===== src/rtl/i2cmb_txn_sequencer_if.sv =====
// rtl/i2cmb_txn_sequencer_if.sv - request, byte-stream, result and Wishbone signals of the sequencer
interface i2cmb_txn_sequencer_if;
  logic       req_valid;
  logic       req_ready;
  logic       req_rw;
  logic [3:0] req_bus_id;
  logic [6:0] req_addr;
  logic [7:0] req_len;
  logic [7:0] wr_data;
  logic       wr_valid;
  logic       wr_ready;
  logic [7:0] rd_data;
  logic       rd_valid;
  logic       done;
  logic [2:0] status;
  logic       cyc_o;
  logic       stb_o;
  logic       we_o;
  logic [1:0] adr_o;
  logic [7:0] dat_o;
  logic [7:0] dat_i;
  logic       ack_i;
  logic       irq_i;

  modport master (
    input  req_valid, req_rw, req_bus_id, req_addr, req_len,
    input  wr_data, wr_valid, dat_i, ack_i, irq_i,
    output req_ready, wr_ready, rd_data, rd_valid, done, status,
    output cyc_o, stb_o, we_o, adr_o, dat_o
  );

  modport slave (
    output req_valid, req_rw, req_bus_id, req_addr, req_len,
    output wr_data, wr_valid, dat_i, ack_i, irq_i,
    input  req_ready, wr_ready, rd_data, rd_valid, done, status,
    input  cyc_o, stb_o, we_o, adr_o, dat_o
  );
endinterface


===== src/rtl/i2cmb_txn_sequencer.sv =====
// rtl/i2cmb_txn_sequencer.sv - runs one complete I2C transaction per request through the I2CMB register file
module i2cmb_txn_sequencer #(
  parameter int NUM_I2C_BUSSES = 1,
  parameter int TIMEOUT_CYCLES = 65535
) (
  input logic                   clk_i,
  input logic                   rst_i,
  i2cmb_txn_sequencer_if.master bus
);
  localparam int TW = (TIMEOUT_CYCLES > 1) ? $clog2(TIMEOUT_CYCLES) : 1;
  localparam logic [TW-1:0] TMR_LAST = TW'(TIMEOUT_CYCLES - 1);

  localparam logic [3:0] ST_IDLE = 4'd0;
  localparam logic [3:0] ST_EN   = 4'd1;
  localparam logic [3:0] ST_BUS  = 4'd2;
  localparam logic [3:0] ST_CMDW = 4'd3;
  localparam logic [3:0] ST_IRQ  = 4'd4;
  localparam logic [3:0] ST_CMDR = 4'd5;
  localparam logic [3:0] ST_ADDR = 4'd6;
  localparam logic [3:0] ST_WGET = 4'd7;
  localparam logic [3:0] ST_WDPR = 4'd8;
  localparam logic [3:0] ST_RDPR = 4'd9;
  localparam logic [3:0] ST_TOFF = 4'd10;

  localparam logic [2:0] SP_BUS   = 3'd0;
  localparam logic [2:0] SP_START = 3'd1;
  localparam logic [2:0] SP_ADDR  = 3'd2;
  localparam logic [2:0] SP_WDATA = 3'd3;
  localparam logic [2:0] SP_RDATA = 3'd4;
  localparam logic [2:0] SP_STOP  = 3'd5;

  localparam logic [2:0] RS_OK       = 3'd0;
  localparam logic [2:0] RS_NAK_ADDR = 3'd1;
  localparam logic [2:0] RS_NAK_DATA = 3'd2;
  localparam logic [2:0] RS_AL       = 3'd3;
  localparam logic [2:0] RS_ERR      = 3'd4;
  localparam logic [2:0] RS_TIMEOUT  = 3'd5;

  localparam logic [2:0] CMD_WRITE    = 3'd1;
  localparam logic [2:0] CMD_READ_ACK = 3'd2;
  localparam logic [2:0] CMD_READ_NAK = 3'd3;
  localparam logic [2:0] CMD_START    = 3'd4;
  localparam logic [2:0] CMD_STOP     = 3'd5;
  localparam logic [2:0] CMD_SET_BUS  = 3'd6;

  localparam logic [1:0] REG_CSR  = 2'd0;
  localparam logic [1:0] REG_DPR  = 2'd1;
  localparam logic [1:0] REG_CMDR = 2'd2;

  logic [3:0]    state_q, state_d;
  logic [2:0]    step_q, step_d;
  logic          enabled_q, enabled_d;
  logic          rw_q, rw_d;
  logic [3:0]    bus_q, bus_d;
  logic [6:0]    addr_q, addr_d;
  logic [7:0]    len_q, len_d;
  logic [7:0]    cnt_q, cnt_d;
  logic [7:0]    wbyte_q, wbyte_d;
  logic [2:0]    result_q, result_d;
  logic [TW-1:0] tmr_q, tmr_d;
  logic          cyc_q, cyc_d;
  logic          we_q, we_d;
  logic [1:0]    adr_q, adr_d;
  logic [7:0]    dat_q, dat_d;
  logic          rd_valid_q, rd_valid_d;
  logic [7:0]    rd_data_q, rd_data_d;
  logic          done_q, done_d;
  logic [2:0]    status_q, status_d;

  logic       wb_ack;
  logic       launch;
  logic       fin;
  logic [2:0] fin_code;
  logic [2:0] fail_code;
  logic [2:0] cmd;
  logic       bus_ok;
  logic       access_state;

  assign wb_ack = cyc_q & bus.ack_i;
  assign bus_ok = int'({28'd0, bus.req_bus_id}) < NUM_I2C_BUSSES;
  assign access_state = (state_q == ST_EN)   || (state_q == ST_BUS)  || (state_q == ST_CMDW) ||
                        (state_q == ST_CMDR) || (state_q == ST_ADDR) || (state_q == ST_WDPR) ||
                        (state_q == ST_RDPR) || (state_q == ST_TOFF);

  always_comb begin
    state_d    = state_q;
    step_d     = step_q;
    enabled_d  = enabled_q;
    rw_d       = rw_q;
    bus_d      = bus_q;
    addr_d     = addr_q;
    len_d      = len_q;
    cnt_d      = cnt_q;
    wbyte_d    = wbyte_q;
    result_d   = result_q;
    tmr_d      = tmr_q;
    cyc_d      = cyc_q;
    we_d       = we_q;
    adr_d      = adr_q;
    dat_d      = dat_q;
    rd_valid_d = 1'b0;
    rd_data_d  = rd_data_q;
    done_d     = 1'b0;
    status_d   = status_q;
    fin        = 1'b0;
    fin_code   = RS_OK;
    fail_code  = RS_OK;
    cmd        = CMD_STOP;
    // An access state with nothing on the bus starts its access; the idle gap after an ack comes from this.
    launch     = access_state && !cyc_q;

    case (state_q)
      ST_IDLE: begin
        if (bus.req_valid) begin
          rw_d     = bus.req_rw;
          bus_d    = bus.req_bus_id;
          addr_d   = bus.req_addr;
          len_d    = bus.req_len;
          cnt_d    = 8'd0;
          result_d = RS_OK;
          step_d   = SP_BUS;
          if (!bus_ok) begin
            fin      = 1'b1;
            fin_code = RS_ERR;
          end else begin
            state_d = enabled_q ? ST_BUS : ST_EN;
            launch  = 1'b1;
          end
        end
      end
      ST_EN: begin
        if (wb_ack) begin
          enabled_d = 1'b1;
          state_d   = ST_BUS;
        end
      end
      ST_BUS, ST_ADDR, ST_WDPR: begin
        if (wb_ack) state_d = ST_CMDW;
      end
      ST_CMDW: begin
        if (wb_ack) begin
          state_d = ST_IRQ;
          tmr_d   = '0;
        end
      end
      ST_IRQ: begin
        if (bus.irq_i) begin
          state_d = ST_CMDR;
          launch  = 1'b1;
        end else if (tmr_q == TMR_LAST) begin
          state_d = ST_TOFF;
        end else begin
          tmr_d = tmr_q + 1'b1;
        end
      end
      ST_TOFF: begin
        if (wb_ack) begin
          enabled_d = 1'b0;
          fin       = 1'b1;
          fin_code  = RS_TIMEOUT;
        end
      end
      ST_WGET: begin
        if (bus.wr_valid) begin
          wbyte_d = bus.wr_data;
          cnt_d   = cnt_q + 8'd1;
          state_d = ST_WDPR;
        end
      end
      ST_RDPR: begin
        if (wb_ack) begin
          rd_valid_d = 1'b1;
          rd_data_d  = bus.dat_i;
          cnt_d      = cnt_q + 8'd1;
          state_d    = ST_CMDW;
          if (cnt_q + 8'd1 == len_q) step_d = SP_STOP;
        end
      end
      ST_CMDR: begin
        if (wb_ack) begin
          if (bus.dat_i[5])      fail_code = RS_AL;
          else if (bus.dat_i[4]) fail_code = RS_ERR;
          else if (bus.dat_i[6]) begin
            if (step_q == SP_ADDR)                              fail_code = RS_NAK_ADDR;
            else if (step_q == SP_WDATA || step_q == SP_RDATA) fail_code = RS_NAK_DATA;
            else                                                fail_code = RS_ERR;
          end
          else if (!bus.dat_i[7]) fail_code = RS_ERR;

          // A NAK recorded before STOP outranks whatever STOP itself reports.
          if (step_q == SP_STOP) begin
            fin      = 1'b1;
            fin_code = (result_q != RS_OK) ? result_q : fail_code;
          end else if (fail_code == RS_NAK_ADDR || fail_code == RS_NAK_DATA) begin
            result_d = fail_code;
            step_d   = SP_STOP;
            state_d  = ST_CMDW;
          end else if (fail_code != RS_OK) begin
            fin      = 1'b1;
            fin_code = fail_code;
          end else begin
            case (step_q)
              SP_BUS: begin
                step_d  = SP_START;
                state_d = ST_CMDW;
              end
              SP_START: begin
                step_d  = SP_ADDR;
                state_d = ST_ADDR;
              end
              SP_ADDR: begin
                if (len_q == 8'd0) begin
                  step_d  = SP_STOP;
                  state_d = ST_CMDW;
                end else if (rw_q) begin
                  step_d  = SP_RDATA;
                  state_d = ST_CMDW;
                end else begin
                  step_d  = SP_WDATA;
                  state_d = ST_WGET;
                end
              end
              SP_WDATA: begin
                if (cnt_q == len_q) begin
                  step_d  = SP_STOP;
                  state_d = ST_CMDW;
                end else begin
                  state_d = ST_WGET;
                end
              end
              SP_RDATA: state_d = ST_RDPR;
              default: begin
                fin      = 1'b1;
                fin_code = RS_ERR;
              end
            endcase
          end
        end
      end
      default: state_d = ST_IDLE;
    endcase

    if (fin) begin
      state_d  = ST_IDLE;
      done_d   = 1'b1;
      status_d = fin_code;
    end

    case (step_d)
      SP_BUS:   cmd = CMD_SET_BUS;
      SP_START: cmd = CMD_START;
      SP_ADDR:  cmd = CMD_WRITE;
      SP_WDATA: cmd = CMD_WRITE;
      SP_RDATA: cmd = (cnt_d == len_d - 8'd1) ? CMD_READ_NAK : CMD_READ_ACK;
      default:  cmd = CMD_STOP;
    endcase

    if (launch) begin
      cyc_d = 1'b1;
      we_d  = 1'b1;
      adr_d = REG_DPR;
      dat_d = 8'h00;
      case (state_d)
        ST_EN: begin
          adr_d = REG_CSR;
          dat_d = 8'hC0;
        end
        ST_BUS:  dat_d = {4'd0, bus_d};
        ST_CMDW: begin
          adr_d = REG_CMDR;
          dat_d = {5'd0, cmd};
        end
        ST_CMDR: begin
          we_d  = 1'b0;
          adr_d = REG_CMDR;
        end
        ST_ADDR: dat_d = {addr_d, rw_d};
        ST_WDPR: dat_d = wbyte_q;
        ST_RDPR: we_d  = 1'b0;
        ST_TOFF: adr_d = REG_CSR;
        default: cyc_d = 1'b0;
      endcase
    end else if (wb_ack) begin
      cyc_d = 1'b0;
      we_d  = 1'b0;
      adr_d = 2'd0;
      dat_d = 8'h00;
    end
  end

  always_ff @(posedge clk_i or posedge rst_i) begin
    if (rst_i) begin
      state_q    <= ST_IDLE;
      step_q     <= SP_BUS;
      enabled_q  <= 1'b0;
      rw_q       <= 1'b0;
      bus_q      <= 4'd0;
      addr_q     <= 7'd0;
      len_q      <= 8'd0;
      cnt_q      <= 8'd0;
      wbyte_q    <= 8'd0;
      result_q   <= RS_OK;
      tmr_q      <= '0;
      cyc_q      <= 1'b0;
      we_q       <= 1'b0;
      adr_q      <= 2'd0;
      dat_q      <= 8'd0;
      rd_valid_q <= 1'b0;
      rd_data_q  <= 8'd0;
      done_q     <= 1'b0;
      status_q   <= RS_OK;
    end else begin
      state_q    <= state_d;
      step_q     <= step_d;
      enabled_q  <= enabled_d;
      rw_q       <= rw_d;
      bus_q      <= bus_d;
      addr_q     <= addr_d;
      len_q      <= len_d;
      cnt_q      <= cnt_d;
      wbyte_q    <= wbyte_d;
      result_q   <= result_d;
      tmr_q      <= tmr_d;
      cyc_q      <= cyc_d;
      we_q       <= we_d;
      adr_q      <= adr_d;
      dat_q      <= dat_d;
      rd_valid_q <= rd_valid_d;
      rd_data_q  <= rd_data_d;
      done_q     <= done_d;
      status_q   <= status_d;
    end
  end

  assign bus.req_ready = (state_q == ST_IDLE);
  assign bus.wr_ready  = (state_q == ST_WGET);
  assign bus.rd_valid  = rd_valid_q;
  assign bus.rd_data   = rd_data_q;
  assign bus.done      = done_q;
  assign bus.status    = status_q;
  assign bus.cyc_o     = cyc_q;
  assign bus.stb_o     = cyc_q;
  assign bus.we_o      = we_q;
  assign bus.adr_o     = adr_q;
  assign bus.dat_o     = dat_q;
endmodule

===== src/flat_wrapper.sv =====
// flat-port wrapper written by rule: the top's interface ports become plain ports
module i2cmb_txn_sequencer_flat 
#(
  parameter int NUM_I2C_BUSSES = 1,
  parameter int TIMEOUT_CYCLES = 65535
)
  (clk_i, rst_i, bus_req_valid, bus_req_rw, bus_req_bus_id, bus_req_addr, bus_req_len, bus_wr_data, bus_wr_valid, bus_dat_i, bus_ack_i, bus_irq_i, bus_req_ready, bus_wr_ready, bus_rd_data, bus_rd_valid, bus_done, bus_status, bus_cyc_o, bus_stb_o, bus_we_o, bus_adr_o, bus_dat_o);
  i2cmb_txn_sequencer_if bus_i ();
  input logic clk_i;
  input logic rst_i;
  input wire logic [$bits(bus_i.req_valid)-1:0] bus_req_valid;
  input wire logic [$bits(bus_i.req_rw)-1:0] bus_req_rw;
  input wire logic [$bits(bus_i.req_bus_id)-1:0] bus_req_bus_id;
  input wire logic [$bits(bus_i.req_addr)-1:0] bus_req_addr;
  input wire logic [$bits(bus_i.req_len)-1:0] bus_req_len;
  input wire logic [$bits(bus_i.wr_data)-1:0] bus_wr_data;
  input wire logic [$bits(bus_i.wr_valid)-1:0] bus_wr_valid;
  input wire logic [$bits(bus_i.dat_i)-1:0] bus_dat_i;
  input wire logic [$bits(bus_i.ack_i)-1:0] bus_ack_i;
  input wire logic [$bits(bus_i.irq_i)-1:0] bus_irq_i;
  output wire logic [$bits(bus_i.req_ready)-1:0] bus_req_ready;
  output wire logic [$bits(bus_i.wr_ready)-1:0] bus_wr_ready;
  output wire logic [$bits(bus_i.rd_data)-1:0] bus_rd_data;
  output wire logic [$bits(bus_i.rd_valid)-1:0] bus_rd_valid;
  output wire logic [$bits(bus_i.done)-1:0] bus_done;
  output wire logic [$bits(bus_i.status)-1:0] bus_status;
  output wire logic [$bits(bus_i.cyc_o)-1:0] bus_cyc_o;
  output wire logic [$bits(bus_i.stb_o)-1:0] bus_stb_o;
  output wire logic [$bits(bus_i.we_o)-1:0] bus_we_o;
  output wire logic [$bits(bus_i.adr_o)-1:0] bus_adr_o;
  output wire logic [$bits(bus_i.dat_o)-1:0] bus_dat_o;
  assign bus_i.req_valid = bus_req_valid;
  assign bus_i.req_rw = bus_req_rw;
  assign bus_i.req_bus_id = bus_req_bus_id;
  assign bus_i.req_addr = bus_req_addr;
  assign bus_i.req_len = bus_req_len;
  assign bus_i.wr_data = bus_wr_data;
  assign bus_i.wr_valid = bus_wr_valid;
  assign bus_i.dat_i = bus_dat_i;
  assign bus_i.ack_i = bus_ack_i;
  assign bus_i.irq_i = bus_irq_i;
  assign bus_req_ready = bus_i.req_ready;
  assign bus_wr_ready = bus_i.wr_ready;
  assign bus_rd_data = bus_i.rd_data;
  assign bus_rd_valid = bus_i.rd_valid;
  assign bus_done = bus_i.done;
  assign bus_status = bus_i.status;
  assign bus_cyc_o = bus_i.cyc_o;
  assign bus_stb_o = bus_i.stb_o;
  assign bus_we_o = bus_i.we_o;
  assign bus_adr_o = bus_i.adr_o;
  assign bus_dat_o = bus_i.dat_o;
  i2cmb_txn_sequencer #(.NUM_I2C_BUSSES(NUM_I2C_BUSSES), .TIMEOUT_CYCLES(TIMEOUT_CYCLES)) u_core (.clk_i(clk_i), .rst_i(rst_i), .bus(bus_i));
endmodule

===== config.mk =====
export PLATFORM = sky130hd
export DESIGN_NAME = i2cmb_txn_sequencer_flat
export DESIGN_NICKNAME = d
export VERILOG_FILES = /design/src/rtl/i2cmb_txn_sequencer_if.sv /design/src/rtl/i2cmb_txn_sequencer.sv /design/src/flat_wrapper.sv
export SDC_FILE = /design/constraint.sdc
export NUM_CORES = 1
export LEC_CHECK = 0
export BUFFER_PORTS_ARGS = -buffer_cell sky130_fd_sc_hd__buf_2
export CORE_ASPECT_RATIO = 0.9
export CORE_MARGIN = 2
export CORE_UTILIZATION = 55
export DETAILED_ROUTE_END_ITERATION = 12
export PLACE_DENSITY_LB_ADDON = 0.1
export SLEW_MARGIN = 20
export SYNTH_ARGS = -nofsm -noshare
export SYNTH_HDL_FRONTEND = slang
export SYNTH_SLANG_ARGS = --single-unit
export TNS_END_PERCENT = 1

===== constraint.sdc =====
create_clock -name clk_i -period 8.71 [get_ports clk_i]
set_input_delay 0.871 -clock clk_i [delete_from_list [all_inputs] [get_ports clk_i]]
set_output_delay 0.871 -clock clk_i [all_outputs]
set_load 0.02 [all_outputs]

==> flow_summary.yaml <==
run_status:
  status: "finished clean"
clocking:
  cts_root_buf: "clkbuf_8"
  post_cts_buffers: 0
  cts.sinks: 88
  cts_buffers: 9
  holdBufCountCts: 0
  clock_latency_ns: 0.37
  cts_tree: "done"
  cts_buffer_depth: 2
  cts-htree-levels: 3
  clkTransAtPathRegs_ns: 0.10
  ctsResizeCount: 0
synth:
  synth-main-ff-cell: "dfrtp_1"
  async_flop_share_pct: 100
  yosysWarnings: 0
  yosysSeqAreaShare_pct: 40.0
  synthCells: 590
  synth_enable_flop_cells: 0
  yosysTopAreaCellShare_pct: 40.0
  yosysMostFrequentCell: "dfrtp_1"
  synthTopCellsByCount: "dfrtp_1 (88), nand2_1 (80), nor2_1 (40)"
  synth_nets: 636
  synth_top_area_cell: "dfrtp_1"
  ys_seq_elements: 88
  yosysUniqueCellTypes: 88
  syn-cell-area_um2: 5500
  synthTopCellsByArea: "dfrtp_1 (40%), nand2_1 (5.5%), mux2_2 (3.3%), xor2_1 (3.2%), nor2_1 (2.7%)"
  syn-mean-instance-area_um2: 9.33
sta:
  slew_viol_final: 0
  grt_setup_unrepaired: "false"
  worst_pin_slew_ns: 0.923
  hold_violations: 0
  clock_skew_ns: 0.0130
  hold_slack_ns: 0.483
  maxSlewHeadroom_pct: 38.0
  min_period_ns: 4.69
  min_period_over_period_pct: 53.9
  setup_viol_count_final: 0
  setup_tns_ns: 0
  clock.fmax_ghz: 0.213
grt:
  antenna_found_initial: 0
  overflow: 0
  track_usage_pct: 27.3
  grt_pass1_vias: 4682
  grt_start_max_net_pins: 89
  grt_pass1_wl_um: 23400
worst_setup_path:
  path_cells: "nor4_4, and2_1, buf_4, mux2i_1, ha_1, inv_1, a2111oi_2, o211ai_1, and4_4, a2111oi_2, a21oi_1, o311a_1, o2bb2ai_1"
  crit_top_cell: "a2111oi_2"
  critPathMaxStageDelay_ns: 0.93
  cp_top_family: "compound AO/OA/AOI/OAI gates"
  reg2reg_depth: 13
  crit_type: "flip-flop to flip-flop"
  r2r_setup_slack_ns: 4.02
  timing.rr.end: "u_core.bus.dat_o[0]$_DFFE_PP0P_"
  worstSetupStartpointType: "flip-flop"
  path_buf_inv: 2
  worstReg2RegStart: "u_core.state_q[1]$_DFF_PP0_"
  critical_path_peak_fanout: 26
  crit_arrival_ns: 5.00
  slowest_stage: "nor4_4"
  end_kind: "flip-flop"
  crit_start: "u_core.state_q[1]$_DFF_PP0_"
  crit_required_ns: 9.02
die:
  io_pins: 70
  rows: 34
  design.core.area_um2: 9700
  start_util_pct: 56.7
  die-area_um2: 10800
  die_h_um: 98.9
  die_x_um: 109
power_and_ir_drop:
  p_per_area_nw_per_um2: 302
  leakagePower_uw: 0.00279
  peakVddDrop_v: 0.000176
detailed_routing:
  avgRoutedWirePerCell_um: 17.8
  vias: 4762
  routed_via_density: 6.15
  dr.pass1.iters: 5
  drt-initial-drc-count: 380
  drc: 0
  ant_nets: 0
  drt_wl_total_um: 13800
final_layout:
  register_area_um2: 2200
  drive_gt1_share_pct: 21.9
  instances_no_fill: 774
  multi_input_area_um2: 3060
  nFillCells: 842
  final_core_util_pct: 62.9
  design_area_um2: 6100
  n_antenna_cell: 0
  final_nets: 689
  area_growth_pct: 10.8
placed_design:
  placed_cells: 758
  placed_area_um2: 5870
  port_buffers: 69
  gp_congestion: 0.913
  hpwlAfterDp_um: 9910
flow_run:
  maxCapViolCount: 0
min_path:
  min_to: "u_core.bus_q[0]$_DFF_PP0_"
  hp-class: "flip-flop to flip-flop"
  holdPathStages: 2
  hp-start: "u_core.bus_q[0]$_DFF_PP0_"
-- flip-flops by register name (all words and copies together), names as in the netlist, 4 cells and up --
| signal | flops |
|---|---|
| u_core.bus_q | 4 |
| u_core.wbyte_q | 8 |
| u_core.state_q | 4 |
| u_core.tmr_q | 16 |
| u_core.bus.rd_data | 8 |
| u_core.addr_q | 7 |
| u_core.bus.dat_o | 8 |
| u_core.cnt_q | 8 |
| u_core.len_q | 8 |
-- worst min-delay path, stage by stage, from the launching register on --
cell	delay, ns
dfrtp_1	0.33
nand2_1	0.05
nand2_1	0.07
-- worst max path at each step --
stage / end / slack [ns] / cells after the start
finish: u_core.bus.dat_o[0]$_DFFE_PP0P_ / 4.02 / 13
global route: u_core.bus.dat_o[0]$_DFFE_PP0P_ / 3.68 / 13
detailed placement: u_core.bus.dat_o[0]$_DFFE_PP0P_ / 4.06 / 13
floorplan: u_core.bus.dat_o[0]$_DFFE_PP0P_ / 4.85 / 15
global placement: u_core.bus.dat_o[0]$_DFFE_PP0P_ / 4.31 / 13
CTS: u_core.bus.dat_o[0]$_DFFE_PP0P_ / 4.00 / 13
-- layout by cell type, fill, tap and decap left out, drive strengths merged, types with 8 or more instances in the layout --
| cell | synthesis | routed |
|---|---|---|
| a31oi | 11 | 11 |
| and2 | 8 | 8 |
| inv | 22 | 21 |
| xnor2 | 12 | 12 |
| buf | 17 | 72 |
| mux2 | 16 | 16 |
| clkbuf | 13 | 12 |
| a211oi | 8 | 8 |
| nor2 | 42 | 42 |
| o211ai | 8 | 8 |
| nand2b | 8 | 8 |
| o21ai | 36 | 36 |
| nor4 | 8 | 8 |
| and3 | 11 | 11 |
| nand3 | 18 | 18 |
| nand2 | 81 | 81 |
| xor2 | 20 | 20 |
| dfrtp | 88 | 88 |
| nor3 | 19 | 19 |
| a21oi | 16 | 16 |
| nand4 | 15 | 15 |
-- cell families (layout without fill, tap and decap cells) --
| kind of cell | after synthesis | count (layout) | synth area share (%) |
|---|---|---|---|
| buffers and inverters | 52 | 110 | 4.41 |
| flip-flops | 88 | 88 | 40.0 |
| XOR/XNOR | 32 | 32 | 5.09 |
| AO/OA/AOI/OAI | 144 | 144 | 20.5 |
| multiplexers | 23 | 23 | 4.55 |
| adder cells (fa/ha/maj) | 4 | 4 | 0.909 |
| AND/OR/NAND/NOR | 247 | 247 | 24.6 |
-- area by class of cell --
class                           instances  area share [%]
Clock buffer                           12            2.38
Clock inverter                          4            1.27
Inverter                               22            1.37
Multi-Input combinational cell        450            50.2
Sequential cell                        88            36.1
Tap cell                              126            2.59
Timing Repair Buffer                   72            6.09
-- power by group --
part / internal (uW) / total (uW) / leakage [uW] / switching [uW]
clock: 171 / 324 / 0.000111 / 153
combinational: 342 / 856 / 0.00152 / 514
sequential: 524 / 659 / 0.00116 / 136
-- per-stage QoR --
| stage | total power [uW] | setup slack (ns) |
|---|---|---|
| 2_1_floorplan | 1310 | 4.85 |
| 3_3_place_gp | 1490 | 4.31 |
| 3_5_place_dp | 1510 | 4.06 |
| 4_1_cts | 1840 | 4.00 |
| 5_1_grt | 1970 | 3.68 |
| 6_report | 1840 | 4.02 |
-- per-layer routing --
layer	global-route usage [%]	vias up	part of all wire (%)
met5	0	-	0
met4	8.37	0	2.0
met1	39.7	2294	46
met3	6.61	25	6.3
met2	40.3	163	46
li1	-	2280	-
No activity file was read; power rests on OpenSTA's default activity.
